`src/rtl/arch_defs_pkg.sv`:
```
// Shared SAP-2 fetch definitions: state encoding, opcode constants and the
// opcode -> instruction length table used by the fetch sequencer.
package arch_defs_pkg;

    localparam int          ADDR_W           = 16;
    localparam int          DATA_W           = 8;
    localparam logic [15:0] RESET_VECTOR_DEF = 16'hF000;

    typedef enum logic [2:0] {
        S_ADDR,
        S_WAIT,
        S_LATCH,
        S_CHK_MORE,
        S_DISPATCH,
        S_HALT
    } fetch_state_t;

    localparam logic [7:0] OP_NOP   = 8'h00;
    localparam logic [7:0] OP_HLT   = 8'h76;
    localparam logic [7:0] OP_LDI_A = 8'h3E;
    localparam logic [7:0] OP_LDI_B = 8'h06;
    localparam logic [7:0] OP_LDI_C = 8'h0E;
    localparam logic [7:0] OP_ANI   = 8'hE6;
    localparam logic [7:0] OP_ORI   = 8'hF6;
    localparam logic [7:0] OP_XRI   = 8'hEE;
    localparam logic [7:0] OP_IN    = 8'hDB;
    localparam logic [7:0] OP_OUT   = 8'hD3;
    localparam logic [7:0] OP_JMP   = 8'hC3;
    localparam logic [7:0] OP_JZ    = 8'hCA;
    localparam logic [7:0] OP_JNZ   = 8'hC2;
    localparam logic [7:0] OP_JM    = 8'hFA;
    localparam logic [7:0] OP_CALL  = 8'hCD;
    localparam logic [7:0] OP_LDA   = 8'h3A;
    localparam logic [7:0] OP_STA   = 8'h32;

    // Unlisted opcodes are single-byte; execute decides what to do with them.
    function automatic logic [1:0] instr_len(input logic [7:0] op);
        case (op)
            OP_LDI_A, OP_LDI_B, OP_LDI_C, OP_ANI,
            OP_ORI, OP_XRI, OP_IN, OP_OUT:              instr_len = 2'd2;
            OP_JMP, OP_JZ, OP_JNZ, OP_JM,
            OP_CALL, OP_LDA, OP_STA:                    instr_len = 2'd3;
            default:                                    instr_len = 2'd1;
        endcase
    endfunction

endpackage

```
`src/rtl/instruction_fetch_unit_if.sv`:
```
// Memory bus plus fetch/execute handshake between the fetch unit (master)
// and the memory/execute side (slave).
interface instruction_fetch_unit_if #(
    parameter int ADDR_WIDTH = 16,
    parameter int DATA_WIDTH = 8
);
    logic [ADDR_WIDTH-1:0] mem_addr_o;
    logic                  mem_rd_o;
    logic [DATA_WIDTH-1:0] mem_data_i;
    logic [DATA_WIDTH-1:0] opcode_o;
    logic [DATA_WIDTH-1:0] operand_lo_o;
    logic [DATA_WIDTH-1:0] operand_hi_o;
    logic [ADDR_WIDTH-1:0] pc_o;
    logic                  instr_valid_o;
    logic                  instr_ready_i;
    logic                  jump_en_i;
    logic [ADDR_WIDTH-1:0] jump_addr_i;
    logic                  halt_i;
    logic                  halted_o;

    modport master (
        output mem_addr_o, mem_rd_o, opcode_o, operand_lo_o, operand_hi_o,
               pc_o, instr_valid_o, halted_o,
        input  mem_data_i, instr_ready_i, jump_en_i, jump_addr_i, halt_i
    );

    modport slave (
        input  mem_addr_o, mem_rd_o, opcode_o, operand_lo_o, operand_hi_o,
               pc_o, instr_valid_o, halted_o,
        output mem_data_i, instr_ready_i, jump_en_i, jump_addr_i, halt_i
    );
endinterface

```
`src/rtl/instruction_fetch_unit.sv`:
```
// SAP-2 instruction fetch: walks memory one byte per 4 clocks, assembles
// opcode + operands, hands them to execute and applies jump/halt on accept.
module instruction_fetch_unit
    import arch_defs_pkg::*;
#(
    parameter int                    ADDR_WIDTH   = 16,
    parameter int                    DATA_WIDTH   = 8,
    parameter logic [ADDR_WIDTH-1:0] RESET_VECTOR = ADDR_WIDTH'(RESET_VECTOR_DEF)
) (
    input  logic                      clk,
    input  logic                      reset,
    instruction_fetch_unit_if.master  bus
);

    fetch_state_t          r_state, w_next;
    logic [ADDR_WIDTH-1:0] r_pc;
    logic [DATA_WIDTH-1:0] r_opcode, r_lo, r_hi;
    logic [1:0]            r_byte_idx;
    logic                  w_accept, w_more;
    logic                  w_rd, w_valid, w_halted;

    assign w_accept = (r_state == S_DISPATCH) && bus.instr_ready_i;
    assign w_more   = ({1'b0, r_byte_idx} + 3'd1) < {1'b0, instr_len(r_opcode)};

    always_ff @(posedge clk or negedge reset) begin
        if (!reset) r_state <= S_ADDR;
        else        r_state <= w_next;
    end

    always_comb begin
        w_next   = r_state;
        w_rd     = 1'b0;
        w_valid  = 1'b0;
        w_halted = 1'b0;
        case (r_state)
            S_ADDR: begin
                w_rd   = 1'b1;
                w_next = S_WAIT;
            end
            S_WAIT:     w_next = S_LATCH;
            S_LATCH:    w_next = S_CHK_MORE;
            S_CHK_MORE: w_next = w_more ? S_ADDR : S_DISPATCH;
            S_DISPATCH: begin
                w_valid = 1'b1;
                if (w_accept) w_next = bus.halt_i ? S_HALT : S_ADDR;
            end
            S_HALT:     w_halted = 1'b1;
            default:    w_next = S_ADDR;
        endcase
    end

    // Byte 0 selects the length, so operand bytes always see the new opcode.
    always_ff @(posedge clk or negedge reset) begin
        if (!reset) begin
            r_pc       <= RESET_VECTOR;
            r_opcode   <= '0;
            r_lo       <= '0;
            r_hi       <= '0;
            r_byte_idx <= 2'd0;
        end else begin
            case (r_state)
                S_LATCH: begin
                    case (r_byte_idx)
                        2'd0:    r_opcode <= bus.mem_data_i;
                        2'd1:    r_lo     <= bus.mem_data_i;
                        default: r_hi     <= bus.mem_data_i;
                    endcase
                    r_pc <= r_pc + ADDR_WIDTH'(1);
                end
                S_CHK_MORE: r_byte_idx <= w_more ? r_byte_idx + 2'd1 : 2'd0;
                S_DISPATCH: begin
                    if (w_accept && !bus.halt_i && bus.jump_en_i)
                        r_pc <= bus.jump_addr_i;
                end
                default: ;
            endcase
        end
    end

    // The state register idles in S_ADDR during reset; keep the strobe low there.
    assign bus.mem_rd_o      = w_rd && reset;
    assign bus.mem_addr_o    = r_pc;
    assign bus.pc_o          = r_pc;
    assign bus.opcode_o      = r_opcode;
    assign bus.operand_lo_o  = r_lo;
    assign bus.operand_hi_o  = r_hi;
    assign bus.instr_valid_o = w_valid;
    assign bus.halted_o      = w_halted;

endmodule

```
`src/flat_wrapper.sv`:
```
// flat-port wrapper written by rule: the top's interface ports become plain ports
module instruction_fetch_unit_flat import arch_defs_pkg::*;
#(
    parameter int                    ADDR_WIDTH   = 16,
    parameter int                    DATA_WIDTH   = 8,
    parameter logic [ADDR_WIDTH-1:0] RESET_VECTOR = ADDR_WIDTH'(RESET_VECTOR_DEF)
)
  (clk, reset, bus_mem_addr_o, bus_mem_rd_o, bus_opcode_o, bus_operand_lo_o, bus_operand_hi_o, bus_pc_o, bus_instr_valid_o, bus_halted_o, bus_mem_data_i, bus_instr_ready_i, bus_jump_en_i, bus_jump_addr_i, bus_halt_i);
  instruction_fetch_unit_if #(.ADDR_WIDTH(ADDR_WIDTH), .DATA_WIDTH(DATA_WIDTH)) bus_i ();
  input  logic clk;
  input  logic reset;
  output wire logic [$bits(bus_i.mem_addr_o)-1:0] bus_mem_addr_o;
  output wire logic [$bits(bus_i.mem_rd_o)-1:0] bus_mem_rd_o;
  output wire logic [$bits(bus_i.opcode_o)-1:0] bus_opcode_o;
  output wire logic [$bits(bus_i.operand_lo_o)-1:0] bus_operand_lo_o;
  output wire logic [$bits(bus_i.operand_hi_o)-1:0] bus_operand_hi_o;
  output wire logic [$bits(bus_i.pc_o)-1:0] bus_pc_o;
  output wire logic [$bits(bus_i.instr_valid_o)-1:0] bus_instr_valid_o;
  output wire logic [$bits(bus_i.halted_o)-1:0] bus_halted_o;
  input wire logic [$bits(bus_i.mem_data_i)-1:0] bus_mem_data_i;
  input wire logic [$bits(bus_i.instr_ready_i)-1:0] bus_instr_ready_i;
  input wire logic [$bits(bus_i.jump_en_i)-1:0] bus_jump_en_i;
  input wire logic [$bits(bus_i.jump_addr_i)-1:0] bus_jump_addr_i;
  input wire logic [$bits(bus_i.halt_i)-1:0] bus_halt_i;
  assign bus_mem_addr_o = bus_i.mem_addr_o;
  assign bus_mem_rd_o = bus_i.mem_rd_o;
  assign bus_opcode_o = bus_i.opcode_o;
  assign bus_operand_lo_o = bus_i.operand_lo_o;
  assign bus_operand_hi_o = bus_i.operand_hi_o;
  assign bus_pc_o = bus_i.pc_o;
  assign bus_instr_valid_o = bus_i.instr_valid_o;
  assign bus_halted_o = bus_i.halted_o;
  assign bus_i.mem_data_i = bus_mem_data_i;
  assign bus_i.instr_ready_i = bus_instr_ready_i;
  assign bus_i.jump_en_i = bus_jump_en_i;
  assign bus_i.jump_addr_i = bus_jump_addr_i;
  assign bus_i.halt_i = bus_halt_i;
  instruction_fetch_unit #(.ADDR_WIDTH(ADDR_WIDTH), .DATA_WIDTH(DATA_WIDTH), .RESET_VECTOR(RESET_VECTOR)) u_core (.clk(clk), .reset(reset), .bus(bus_i));
endmodule
```
`config.mk`:
```
export PLATFORM = sky130hd
export DESIGN_NAME = instruction_fetch_unit_flat
export DESIGN_NICKNAME = d
export VERILOG_FILES = /design/src/rtl/arch_defs_pkg.sv /design/src/rtl/instruction_fetch_unit_if.sv /design/src/rtl/instruction_fetch_unit.sv /design/src/flat_wrapper.sv
export SDC_FILE = /design/constraint.sdc
export NUM_CORES = 1
export LEC_CHECK = 0
export CAP_MARGIN = 20
export CORE_ASPECT_RATIO = 0.8
export CORE_MARGIN = 2
export CORE_UTILIZATION = 49
export DETAILED_ROUTE_END_ITERATION = 10
export PLACE_DENSITY = 0.86
export SLEW_MARGIN = 40
export SYNTH_ARGS = -nofsm -noshare
export SYNTH_HDL_FRONTEND = slang
export SYNTH_SLANG_ARGS = --single-unit
```
`constraint.sdc`:
```
create_clock -name clk -period 3.95 [get_ports clk]
set_input_delay 0.5925 -clock clk [delete_from_list [all_inputs] [get_ports clk]]
set_output_delay 0.5925 -clock clk [all_outputs]
set_load 0.1 [all_outputs]
```
==> results.ini, run 1 <==
[synthesis]
yosys_warnings = 0
ys_top_cells_by_area = dfrtp_1 40%, mux2_2 10%, buf_4 5.0%
synth_top_cell_by_area = dfrtp_1
postSynthNetCount = 282
ys_seq_area_share_pct = 44.51
async_flop_share_pct = 100.0
synth.avg_cell_area_um2 = 10.25
synth_seq_cells = 45
synth.distinct_cells = 53
yosysTopAreaCellShare_pct = 40.37
synth.cell_area_mm2 = 0.002541
syn_inst = 248
synth-edff-count = 0
synthFlopType = dfrtp_1

[timing]
hold_viol = 0
fin_ws_ns = 0.9085
period_share_pct = 77.00
fmax_mhz = 328.8
relSlewSlack_pct = 51.36
hold_slack_ns = 0.3736
setup-tns-final_ns = 0
rsz0062_at_grt = no
setup_viol = 0
worst_pin_slew_ns = 0.7279
skew_ns = 0.01203
drv_slew = 0
period_needed_ns = 3.042

[clocking]
cts_setup_buffers = 0
cts_root_buf = clkbuf_8
cts_hold_buffers = 0
cts_resized = 0
clockBufferDepth = 2
clk_pin_slew_ns = 0.08
cts_num_sinks = 45
cts_tree = built
htreeDepth = 2
clkLatencyLatePin_ns = 0.30
cts_made_buffers = 5

[cells_and_area]
syn_to_final_growth_pct = 21.81
multi_input_area_mm2 = 0.001180
post-route-util_pct = 61.82
final_nets = 348
diodes = 0
layout-drive-gt1-share_pct = 33.65
regArea_mm2 = 0.001131
final_common_cell = buf_2
fill_cells = 442
final_cell_mix = 58 x buf_2, 41 x dfrtp_1, 27 x clkdlybuf4s50_1

[drt]
viasPerCell = 5.761
drt_first_iter_violations = 159
wirelength_um = 5901
vias = 2172
antenna_left = 0
routedWlPerCell_um = 15.65
drc = 0
firstDrtPassIters = 5

[global_route]
grt_overflow = 0
grt_max_degree = 46
grt_pass1_vias = 1893
grt_usage_pct = 20.27
antenna_found_initial = 0
grt_pass1_wl_um = 9163

[critical_path]
criticalPathCategory = register to output port
start_kind = register
end_kind = output port
critPathArrivalTime_ns = 2.45
critPathRequiredTime_ns = 3.36
crit_fanout = 25

[placed_design]
portBuffers = 87
gp_congestion = 0.8483
place_hpwl_um = 4291
dp_slack_ns = 1.257

[floorplan]
ios = 88
start_util_pct = 50.75
coreArea_mm2 = 0.005007
die-area_mm2 = 0.005782
die_w_um = 84.52
die_h_um = 68.41
rows = 23

[pwr]
ir_drop_mv = 0.1773
powerDensity_mw_per_mm2 = 273.8
p_leak_nw = 1.501

[min_path]
min_path_type = primary input to async pin

[run]
max-cap-violations = 0

[run_status]
status = complete, no violations

metal layers:
metal | part of all wire, % | routed length [um] | GRT usage, % | vias to the layer above
met2 | 46 | 2711 | 31.59 | 77
met3 | 4.6 | 269 | 3.619 | 13
met1 | 48 | 2807 | 28.45 | 1058
met4 | 1.9 | 113 | 7.937 | 0
li1 | - | - | - | 1024
met5 | 0 | 0 | 0 | -
power breakdown:
group,switching [mW],internal [mW],total (mW)
clock network,0.171,0.128,0.299
logic,0.0508,0.0314,0.0822
registers,0.00199,0.465,0.467
cells in the mapped netlist, types with 2 or more instances:
cell type   n
dfrtp_1    41
mux2_2     23
a21oi_1    17
buf_4      17
nand2_1    15
nor2_1     14
o21ai_0    13
nand3_1    10
buf_2       7
inv_1       7
o22ai_1     7
nand4_1     5
a2bb2oi_1   4
and3_1      4
dfstp_2     4
ha_1        4
nor3_1      4
a22oi_1     3
a22o_1      2
and3_2      2
and3b_1     2
and4_1      2
and4b_1     2
buf_6       2
clkbuf_1    2
nor2b_1     2
nor3b_1     2
nor4_1      2
nor4b_1     2
o2111ai_1   2
o21ai_1     2
xnor2_1     2
area by class of cell:
cell class                      instances  area share, %
Multi-Input combinational cell        166          38.12
Sequential cell                        45          36.54
Timing Repair Buffer                   88          18.84
Tap cell                               62          2.506
Clock buffer                            5          2.223
Inverter                                8         0.9701
Clock inverter                          3         0.8084
critical path: stages, from the launching register on:
cell     delay [ns]
dfrtp_1        0.54
nor2_2         0.29
nand2_1        0.48
inv_2          0.48
buf_4          0.36
logic make-up after synthesis:
| kind of cell | after synthesis | share of synthesized area, % |
|---|---|---|
| xor+xnor | 2 | 0.6894 |
| fa+ha+maj | 5 | 2.757 |
| buf+inv | 37 | 9.305 |
| simple gates | 78 | 17.73 |
| mux | 23 | 10.19 |
| compound gates | 58 | 14.82 |
| flops | 45 | 44.51 |
state kept, by name (all words and copies together) (netlist names):
name,flops
u_core.bus.mem_addr_o,16
u_core.bus.opcode_o,8
u_core.bus.operand_hi_o,8
u_core.bus.operand_lo_o,8
u_core.r_state,3
u_core.r_byte_idx,2
path summary, 6_finish.rpt:
check                                        endpoint  cells after the start                       start  slack, ns
max                                 bus_instr_valid_o                      4           u_core.r_state[1]       0.91
min                          u_core.bus.mem_addr_o[6]                      2                       reset       0.37
max reg2reg                      u_core.r_byte_idx[1]                      8      u_core.bus.opcode_o[6]       1.39
min reg2reg                u_core.bus.operand_lo_o[5]                      1  u_core.bus.operand_lo_o[5]       0.51
max in group asynchronous   u_core.bus.mem_addr_o[12]                      2                       reset       3.17
min in group clk           u_core.bus.operand_lo_o[5]                      1  u_core.bus.operand_lo_o[5]       0.51
through the flow:
| step | std cells | instance area (um^2) | total power [mW] |
|---|---|---|---|
| 3_5_place_dp | 369 | 3002 | 0.5585 |
| 4_1_cts | 377 | 3095 | 0.8566 |
| 2_1_floorplan | 248 | 2547 | 0.5121 |
| 3_3_place_gp | 369 | 3287 | 0.5617 |
| 6_report | 377 | 3095 | 0.8475 |
| 5_1_grt | 377 | 3095 | 0.8824 |
No activity file was read; power rests on OpenSTA's default activity.
==> run 2: changes to the inputs <==
Settings changed: CORE_UTILIZATION 49 to 45, PLACE_DENSITY 0.86 to 0.8.
Clock period 3.95 ns to 3.1 ns, I/O delays scaled along.
==> results.ini, run 2 (synthesized netlist as in run 1, its figures left out) <==
[placed_design]
postPlaceCellArea_mm2 = 0.003197  ; +6.5%
dpl.cell_count = 386  ; +4.6%
portBuffers = 87  ; unchanged
gp_congestion = 0.8431  ; -0.61%
place_hpwl_um = 4232  ; -1.4%

[timing]
skew_ns = 0.009160  ; -0.002875 ns
fmax_mhz = 385.9
hold_slack_ns = 0.2608  ; -0.1128 ns
relSlewSlack_pct = 60.05  ; +8.7 points
setup-tns-final_ns = 0  ; unchanged
rsz0062_at_grt = no
worst_pin_slew_ns = 0.5992  ; -0.1287 ns
setup_viol = 0  ; unchanged
period_needed_ns = 2.591
drv_slew = 0  ; unchanged
period_share_pct = 83.59
hold_viol = 0  ; unchanged

[drt]
drt_first_iter_violations = 105  ; -34%
wirelength_um = 5705  ; -3.3%
antenna_left = 0  ; unchanged
routedWlPerCell_um = 14.48  ; -7.5%
drc = 0  ; unchanged
firstDrtPassIters = 4  ; -1
viasPerCell = 5.315  ; -7.8%
vias = 2094  ; -3.6%

[clocking]
cts_num_sinks = 45  ; unchanged
htreeDepth = 2  ; unchanged
cts_made_buffers = 5  ; unchanged
clkLatencyLatePin_ns = 0.29  ; about the same
cts_tree = built
cts_root_buf = clkbuf_8
cts_resized = 0  ; unchanged
clockBufferDepth = 2  ; unchanged
cts_setup_buffers = 0  ; unchanged
clk_pin_slew_ns = 0.09  ; about the same
cts_hold_buffers = 0  ; unchanged

[floorplan]
coreArea_mm2 = 0.005435  ; +8.5%
start_util_pct = 46.75  ; -4.0 points
die_h_um = 71.22  ; +4.1%
ios = 88  ; unchanged
die_w_um = 88.02  ; +4.1%
die-area_mm2 = 0.006268  ; +8.4%
rows = 24  ; +4.3%

[critical_path]
start_kind = register
criticalPathCategory = register to register
crit_fanout = 10  ; -60%
critPathArrivalTime_ns = 2.75  ; +0.30 ns
critPathRequiredTime_ns = 3.26  ; -0.10 ns
end_kind = register

[pwr]
powerDensity_mw_per_mm2 = 365.8  ; +34%
ir_drop_mv = 0.3351  ; +89%
p_leak_nw = 1.550  ; +3.3%

[cells_and_area]
final_cell_mix = 59 x buf_4, 41 x dfrtp_1, 27 x clkdlybuf4s50_1
stdcell_area_mm2 = 0.003331  ; +7.6%
multi_input_area_mm2 = 0.001180  ; unchanged
fin_cells = 394  ; +4.5%
diodes = 0  ; unchanged
layout-drive-gt1-share_pct = 33.86  ; +0.21 points
final_common_cell = buf_4
syn_to_final_growth_pct = 31.07
fill_cells = 482  ; +9.0%
final_nets = 349  ; +0.29%
regArea_mm2 = 0.001131  ; unchanged
largest_register_ffs = 16  ; unchanged

[global_route]
grt_max_degree = 46  ; unchanged
grt_pass1_wl_um = 9052  ; -1.2%
antenna_found_initial = 0  ; unchanged
grt_pass1_vias = 1855  ; -2.0%
grt_usage_pct = 18.28  ; -2.0 points
grt_overflow = 0  ; unchanged

[run_status]
status = complete, no violations

[min_path]
min_path_type = primary input to async pin

[run]
max-cap-violations = 0  ; unchanged

==> run 2: cell types whose count changed in the layout (fill, tap and decap cells not counted), moves of 2 or more <==
cell / before / now
buf_2: 58 / 1
buf_4: 3 / 59
buf_12: 0 / 2
bufinv_16: 0 / 2
==> run 2: through the flow <==
step | utilization, % | worst slack (ns) | power [mW]
6_report | 61.28 | 0.5088 | 1.218
5_1_grt | 61.28 | 0.2728 | 1.262
4_1_cts | 61.28 | 0.5391 | 1.230
3_5_place_dp | 58.82 | 0.5626 | 0.7146
3_3_place_gp | 58.82 | 0.7295 | 0.7138
2_1_floorplan | - | 0.1501 | 0.6525
==> run 2: layout make-up <==
| class | count | area share [%] |
|---|---|---|
| Multi-Input combinational cell | 166 | 35.42 |
| Sequential cell | 45 | 33.96 |
| Timing Repair Buffer | 89 | 22.76 |
| Tap cell | 78 | 2.930 |
| Clock buffer | 5 | 2.066 |
| Clock inverter | 3 | 1.953 |
| Inverter | 8 | 0.9016 |
==> run 2: worst max-delay path, stage by stage (launching register included) <==
cell and delay (ns):
dfrtp_1 0.49, and4_1 0.22, o2111ai_1 0.23, nand3_1 0.09, a2111oi_0 0.44, fa_1 0.51
nor2b_1 0.15, a21oi_1 0.21, o22ai_1 0.11
==> run 2: per-layer routing <==
metal,vias up,track usage (%),wire length (um)
met4,0,4.377,34
met3,2,2.995,220
met1,1013,27.96,2779
li1,1035,-,-
met2,44,27.44,2671
met5,-,0,0
==> run 2: power by group <==
group	switching [mW]	total (mW)	leakage, nW	internal [mW]
combinational	0.0642	0.107	0.912	0.0431
sequential	0.00244	0.594	0.570	0.592
clock	0.196	0.517	0.0681	0.320
==> run 2: final timing paths <==
path | start | to | slack, ns | cells after the start
min in group clk | u_core.bus.operand_hi_o[2] | u_core.bus.operand_hi_o[2] | 0.51 | 1
worst min-delay path | reset | u_core.bus.opcode_o[1] | 0.26 | 2
max in group asynchronous | reset | u_core.bus.mem_addr_o[9] | 2.45 | 2
worst min register to register | u_core.bus.operand_hi_o[2] | u_core.bus.operand_hi_o[2] | 0.51 | 1
worst max register to register | u_core.bus.opcode_o[5] | u_core.r_state[2] | 0.51 | 8
worst max-delay path | u_core.bus.opcode_o[5] | u_core.r_state[2] | 0.51 | 8
==> run 3: changes to the inputs <==
Settings changed: CORE_UTILIZATION 45 to 41, PLACE_DENSITY 0.8 to 0.77.
Clock period 3.1 ns to 2.3 ns, I/O delays scaled along.
==> results.ini, run 3 (synthesized netlist as in run 1, its figures left out) <==
[drt]
viasPerCell = 5.341  ; +0.49%
routedWlPerCell_um = 15.85  ; +9.4%
vias = 2195  ; +4.8%
drt_first_iter_violations = 85  ; -19%
wirelength_um = 6513  ; +14%
antenna_left = 0  ; unchanged
drc = 0  ; unchanged
firstDrtPassIters = 4  ; unchanged

[cells_and_area]
diodes = 0  ; unchanged
final_cell_mix = 71 x buf_4, 31 x dfrtp_1, 27 x clkdlybuf4s50_1
final_common_cell = buf_4
layout-drive-gt1-share_pct = 44.24  ; +10 points
fill_cells = 525  ; +8.9%
final_nets = 363  ; +4.0%
syn_to_final_growth_pct = 40.32
largest_register_ffs = 16  ; unchanged

[critical_path]
crit_fanout = 7  ; -3
criticalPathCategory = register to register
start_kind = register
critPathRequiredTime_ns = 2.49  ; -0.77 ns
reg2reg_depth = 8  ; unchanged
critPathArrivalTime_ns = 2.51  ; -0.24 ns
end_kind = register

[run_status]
violations = setup timing
status = finished, violations left

[timing]
period_needed_ns = 2.317  ; -0.2743 ns
relSlewSlack_pct = 61.24  ; +1.2 points
skew_ns = 0.01304  ; +0.003882 ns
hold_viol = 0  ; unchanged
setup-tns-final_ns = -0.01696  ; -0.01696 ns
drv_slew = 0  ; unchanged
fin_ws_ns = -0.01696  ; -0.5257 ns
worst_pin_slew_ns = 0.5814  ; -0.01786 ns
period_share_pct = 100.7  ; +17 points
setup_viol = 1  ; +1
fmax_mhz = 431.6  ; +12%
rsz0062_at_grt = yes

[global_route]
grt_overflow = 0  ; unchanged
grt_pass1_wl_um = 10410  ; +15%
grt_pass1_vias = 2107  ; +14%
grt_usage_pct = 19.30  ; +1.0 points
grt_max_degree = 46  ; unchanged
antenna_found_initial = 0  ; unchanged

[clocking]
cts_root_buf = clkbuf_8
htreeDepth = 2  ; unchanged
cts_hold_buffers = 0  ; unchanged
clk_pin_slew_ns = 0.10  ; about the same
clockBufferDepth = 2  ; unchanged
cts_made_buffers = 5  ; unchanged
clkLatencyLatePin_ns = 0.31  ; +0.02 ns
cts_num_sinks = 45  ; unchanged
cts_tree = built

[placed_design]
place_hpwl_um = 4666  ; +10%
dp_slack_ns = -0.07913  ; -0.6417 ns
gp_congestion = 0.9007  ; +6.8%
portBuffers = 87  ; unchanged

[floorplan]
rows = 25  ; +4.2%
start_util_pct = 42.76  ; -4.0 points
ios = 88  ; unchanged
coreArea_mm2 = 0.005943  ; +9.3%
die_w_um = 92.02  ; +4.6%
die-area_mm2 = 0.006848  ; +9.2%
die_h_um = 74.42  ; +4.5%

[pwr]
p_leak_nw = 1.631  ; +5.2%
ir_drop_mv = 0.3501  ; +4.5%
powerDensity_mw_per_mm2 = 413.0  ; +13%

[min_path]
min_path_type = primary input to async pin

[run]
max-cap-violations = 0  ; unchanged

-- run 3: cell types whose count changed in the layout (fill, tap and decap cells not counted), moves of 2 or more --
| cell | delta |
|---|---|
| dfrtp_1 | -10 |
| dfrtp_2 | +8 |
| buf_12 | +2 |
| nor4_1 | -2 |
| bufinv_16 | -2 |
| buf_4 | +12 |
| dfrtp_4 | +2 |
| o2111ai_1 | -2 |
-- run 3: metal layers --
metal / track usage (%) / vias to the layer above / wire length, um
met3: 2.938 / 9 / 272
met5: 0 / - / 0
met2: 31.86 / 48 / 3138
li1: - / 1067 / -
met4: 5.638 / 0 / 83
met1: 26.84 / 1071 / 3019
-- run 3: area by class of cell --
type	count	area, um^2	area share [%]
inverters	8	30.03	0.8421
flip-flops and latches	45	1149	32.21
repair buffers	103	888.4	24.91
well taps	81	101.3	2.842
multi-input cells	166	1304	36.56
clock inverters	3	25.02	0.7018
clock buffers	5	68.82	1.930
-- run 3: timing repair --
item | in CTS | in global routing
endpoints found under the setup margin | 3 | 3
resized for setup | 5 | 10
pin swaps | 2 | 0
buffers inserted | 2 | 6
-- run 3: final timing paths --
check                                           startpoint                          to  slack [ns]
worst max-delay path                u_core.bus.opcode_o[2]        u_core.r_byte_idx[1]       -0.02
worst min-delay path                                 reset      u_core.bus.opcode_o[4]        0.17
worst max register to register      u_core.bus.opcode_o[2]        u_core.r_byte_idx[1]       -0.02
max in group asynchronous                            reset      u_core.bus.opcode_o[5]        1.67
min in group clk                u_core.bus.operand_lo_o[1]  u_core.bus.operand_lo_o[1]        0.52
worst min register to register  u_core.bus.operand_lo_o[1]  u_core.bus.operand_lo_o[1]        0.52
-- run 3: stage by stage --
| step | area [um^2] | hold slack (ns) | utilization, % | instances | power [mW] |
|---|---|---|---|---|---|
| final | 3566 | 0.1655 | 60.00 | 411 | 1.473 |
| after global routing | 3566 | 0.2185 | 60.00 | 411 | 1.533 |
| after CTS | 3462 | 0.1923 | 58.25 | 405 | 1.487 |
| after detailed placement | 3323 | 0.4938 | 55.92 | 395 | 0.9660 |
| after global placement | 3323 | 0.4912 | 55.92 | 395 | 0.9647 |
| after floorplan | 2606 | 0.04941 | - | 248 | 0.8798 |
-- run 3: power by group --
group	switching, mW	internal (mW)	leakage [nW]
clock	0.304	0.220	0.0447
combinational	0.0889	0.0585	1.03
sequential	0.00381	0.798	0.554
-- run 3: critical path, cell delays in order, from the launching register on --
cell and delay [ns]:
dfrtp_4 0.53, and4b_1 0.32, nand2_2 0.10, nor4_4 0.21, a2111oi_4 0.10, fa_1 0.52, nor2b_4 0.16, a21oi_2 0.07
a22o_1 0.19
==> RTL change, RTL diff (flow settings as in run 3) <==
Encoding of `fetch_state_t`: now one-hot (6 bits for 6 states).
--- a/src/rtl/arch_defs_pkg.sv
+++ b/src/rtl/arch_defs_pkg.sv
@@ -6,13 +6,13 @@
     localparam int          DATA_W           = 8;
     localparam logic [15:0] RESET_VECTOR_DEF = 16'hF000;
 
-    typedef enum logic [2:0] {
-        S_ADDR,
-        S_WAIT,
-        S_LATCH,
-        S_CHK_MORE,
-        S_DISPATCH,
-        S_HALT
+    typedef enum logic [5:0] {
+        S_ADDR     = 6'b000001,
+        S_WAIT     = 6'b000010,
+        S_LATCH    = 6'b000100,
+        S_CHK_MORE = 6'b001000,
+        S_DISPATCH = 6'b010000,
+        S_HALT     = 6'b100000
     } fetch_state_t;
 
     localparam logic [7:0] OP_NOP   = 8'h00;
Formal check against the unedited RTL: no difference found for any inputs over 10 cycles, from zero or initial values and one cycle with reset low; not proved beyond that.
==> RTL change against run 3 <==
- the run still ends with setup timing left
- wire length up 8.2%
- worst hold slack gained 0.027 ns
- critical path depth unchanged
- worst setup slack worse by 0.093 ns
- cell count increased by 6.1%
- sequential cell count increased by 3
- area after synthesis increased by 6.6%
- critical endpoint is now u_core.r_byte_idx[0]$_DFFE_PN0P_
- count of clock-buffer cells in the layout is 1 higher
- die area rose by 6.3%
- cell area increased by 5.8%
Power is left out: it rests on default switching activity, and per cell area and clock period it moved more than threefold.
==> RTL change: results (changes against run 3) <==
INFO  logic_synthesis synthesis.nets=295 [+4.6%]
INFO  logic_synthesis yosys-top-cells-area=dfrtp_1, mux2_2, buf_4, dfstp_2, a21oi_1
INFO  run_status     violations=setup timing
INFO  placement      detailedPlacementHpwl=4.93mm [+5.6%]
INFO  setup_path     crit_path_max_fanout=5 [-2]
INFO  finish         drive_above_1_share=45.7% [+1.5 points]
INFO  logic_synthesis synth-seq-area-share=44.6% [+0.063 points]
INFO  placement      pre_cts_slack=-0.0789ns [+0.000198 ns]
INFO  clock_tree     clkLatencyLatePin=0.31ns [about the same]
INFO  clock_tree     clk_transition_reported_paths=0.09ns
INFO  run_status     status=finished with violations
INFO  global_route   grt_start_max_net_pins=49 [+6.5%]
INFO  logic_synthesis yosysUniqueCellTypes=57 [+7.5%]
INFO  global_route   global_route_wire_length_before_repair=11.3mm [+8.6%]
INFO  clock_tree     root_buffer=clkbuf_8
INFO  placement      port_buffers=87 [unchanged]
INFO  global_route   total_routing_usage_reported_by_global_routing=19.5% [+0.22 points]
INFO  routing        detail_route.iter0.violations=147 [+73%]
INFO  routing        finalWirelength=7.05mm [+8.2%]
INFO  clock_tree     clock_tree.htree_level_count=2 [unchanged]
INFO  sta            setup_viol_count_final=5 [+4]
INFO  sta            clock-skew-final=0.00514ns [-0.00790 ns]
INFO  finish         num-nets-final=385 [+6.1%]
INFO  finish         largest_register_ff_count=16 [unchanged]
INFO  setup_path     worst_r2r_path_depth=8 [unchanged]
INFO  setup_path     critPathTopFamily=simple AND/OR/NAND/NOR gates
INFO  sta            worst_pin_slew=0.625ns [+0.0439 ns]
INFO  global_route   first_global_vias=2259 [+7.2%]
INFO  global_route   number_of_antenna_violations_at_the_first_check_in_global_routing=0 [unchanged]
INFO  clock_tree     cts-root-to-sink-buffers=2 [unchanged]
INFO  sta            post_layout_worst_setup_margin=-0.110ns [-0.0934 ns]
INFO  worst_hold_path worst_hold_path_type=primary input to async pin
INFO  setup_path     r2r-start=u_core.bus.opcode_o[6]$_DFFE_PN0P_
INFO  setup_path     critical_path.slowest_cell=dfrtp_4
INFO  logic_synthesis asyncSetResetFlopFracSynth=100% [unchanged]
INFO  setup_path     crit_arrival=2.66ns [+0.15 ns]
INFO  routing        detail_route.first_pass.iterations=4 [unchanged]
INFO  clock_tree     numCtsBuffers=5 [unchanged]
INFO  setup_path     max_stage_delay=0.51ns [-0.02 ns]
INFO  finish         n_antenna_cell=0 [unchanged]
INFO  setup_path     r2r-end=u_core.r_byte_idx[0]$_DFFE_PN0P_
INFO  logic_synthesis leading_post_synthesis_cells_by_instance_count=dfrtp_1, mux2_2, buf_4, a21oi_1
INFO  logic_synthesis ys.warnings.count=0 [unchanged]
INFO  placement      gp_congestion=0.843 [-6.4%]
INFO  routing        viasPerCell=5.45 [+2.0%]
[RTL change: changes by cell type in the layout (fill, tap and decap cells not counted), moves of 3 or more]
cell | run 3 | this run
a21oi_2 | 1 | 7
buf_4 | 71 | 74
dfrtp_2 | 8 | 12
a22oi_1 | 3 | 0
a2bb2oi_1 | 4 | 0
o21ai_1 | 2 | 6
o21ai_0 | 12 | 8
or3_1 | 1 | 5
buf_6 | 0 | 3
dfrtp_1 | 31 | 27
nor2_1 | 13 | 16
[RTL change: area by class of cell]
type                    count  area [sq um]
clock buffers               6          72.6
clock inverters             2          12.5
fillers                   547          2610
inverters                  10          42.5
multi-input cells         176          1340
flip-flops and latches     48          1240
well taps                  84           105
repair buffers            110           965
[RTL change: metal layers]
layer  routed length, um  track usage [%]
met4                 127             5.80
met5                   0                0
met2                3270             29.0
met1                3340             28.8
met3                 308             3.73
[RTL change: through the flow]
stage | utilization, % | instances | hold WS, ns | setup TNS, ns | area, sq um
finish | 59.1 | 436 | 0.192 | -0.325 | 3770
global route | 59.1 | 436 | 0.242 | -0.658 | 3770
detailed placement | 55.9 | 420 | 0.494 | -0.179 | 3560
CTS | 58.1 | 432 | 0.206 | -0.190 | 3700
global placement | 55.9 | 420 | 0.489 | -0.0280 | 3560
floorplan | - | 261 | 0.0494 | -0.464 | 2770
[RTL change: kinds of logic (layout without fill, tap and decap cells)]
group,Yosys count,in the layout,synth area share (%)
AOI/OAI and AO/OA,68,68,18.0
adders and majority gates,5,5,2.59
muxes,24,24,9.98
xor gates and xnor gates,1,1,0.323
and+or+nand+nor,78,78,15.8
DFF,48,48,44.6
buffers and inverters,37,128,8.68
[RTL change: repair_timing]
action | 4_1_cts | 5_1_grt
gates resized for setup | 7 | 6
buffers inserted | 4 | 4
endpoints found under the setup margin | 12 | 14
pin swaps | 5 | 5
[RTL change: worst max-delay path by stage]
stage	start	end	slack, ns	depth (start not counted)
2_1_floorplan	u_core.bus.opcode_o[6]$_DFFE_PN0P_	u_core.r_byte_idx[0]$_DFFE_PN0P_	-0.17	8
6_report	u_core.bus.opcode_o[6]$_DFFE_PN0P_	u_core.r_byte_idx[0]$_DFFE_PN0P_	-0.11	8
4_1_cts	u_core.bus.opcode_o[6]$_DFFE_PN0P_	u_core.r_byte_idx[0]$_DFFE_PN0P_	-0.07	8
3_3_place_gp	u_core.bus.opcode_o[6]$_DFFE_PN0P_	u_core.r_byte_idx[0]$_DFFE_PN0P_	-0.03	8
3_5_place_dp	u_core.bus.opcode_o[6]$_DFFE_PN0P_	u_core.r_byte_idx[0]$_DFFE_PN0P_	-0.08	8
5_1_grt	u_core.bus.opcode_o[6]$_DFFE_PN0P_	u_core.r_byte_idx[0]$_DFFE_PN0P_	-0.17	8
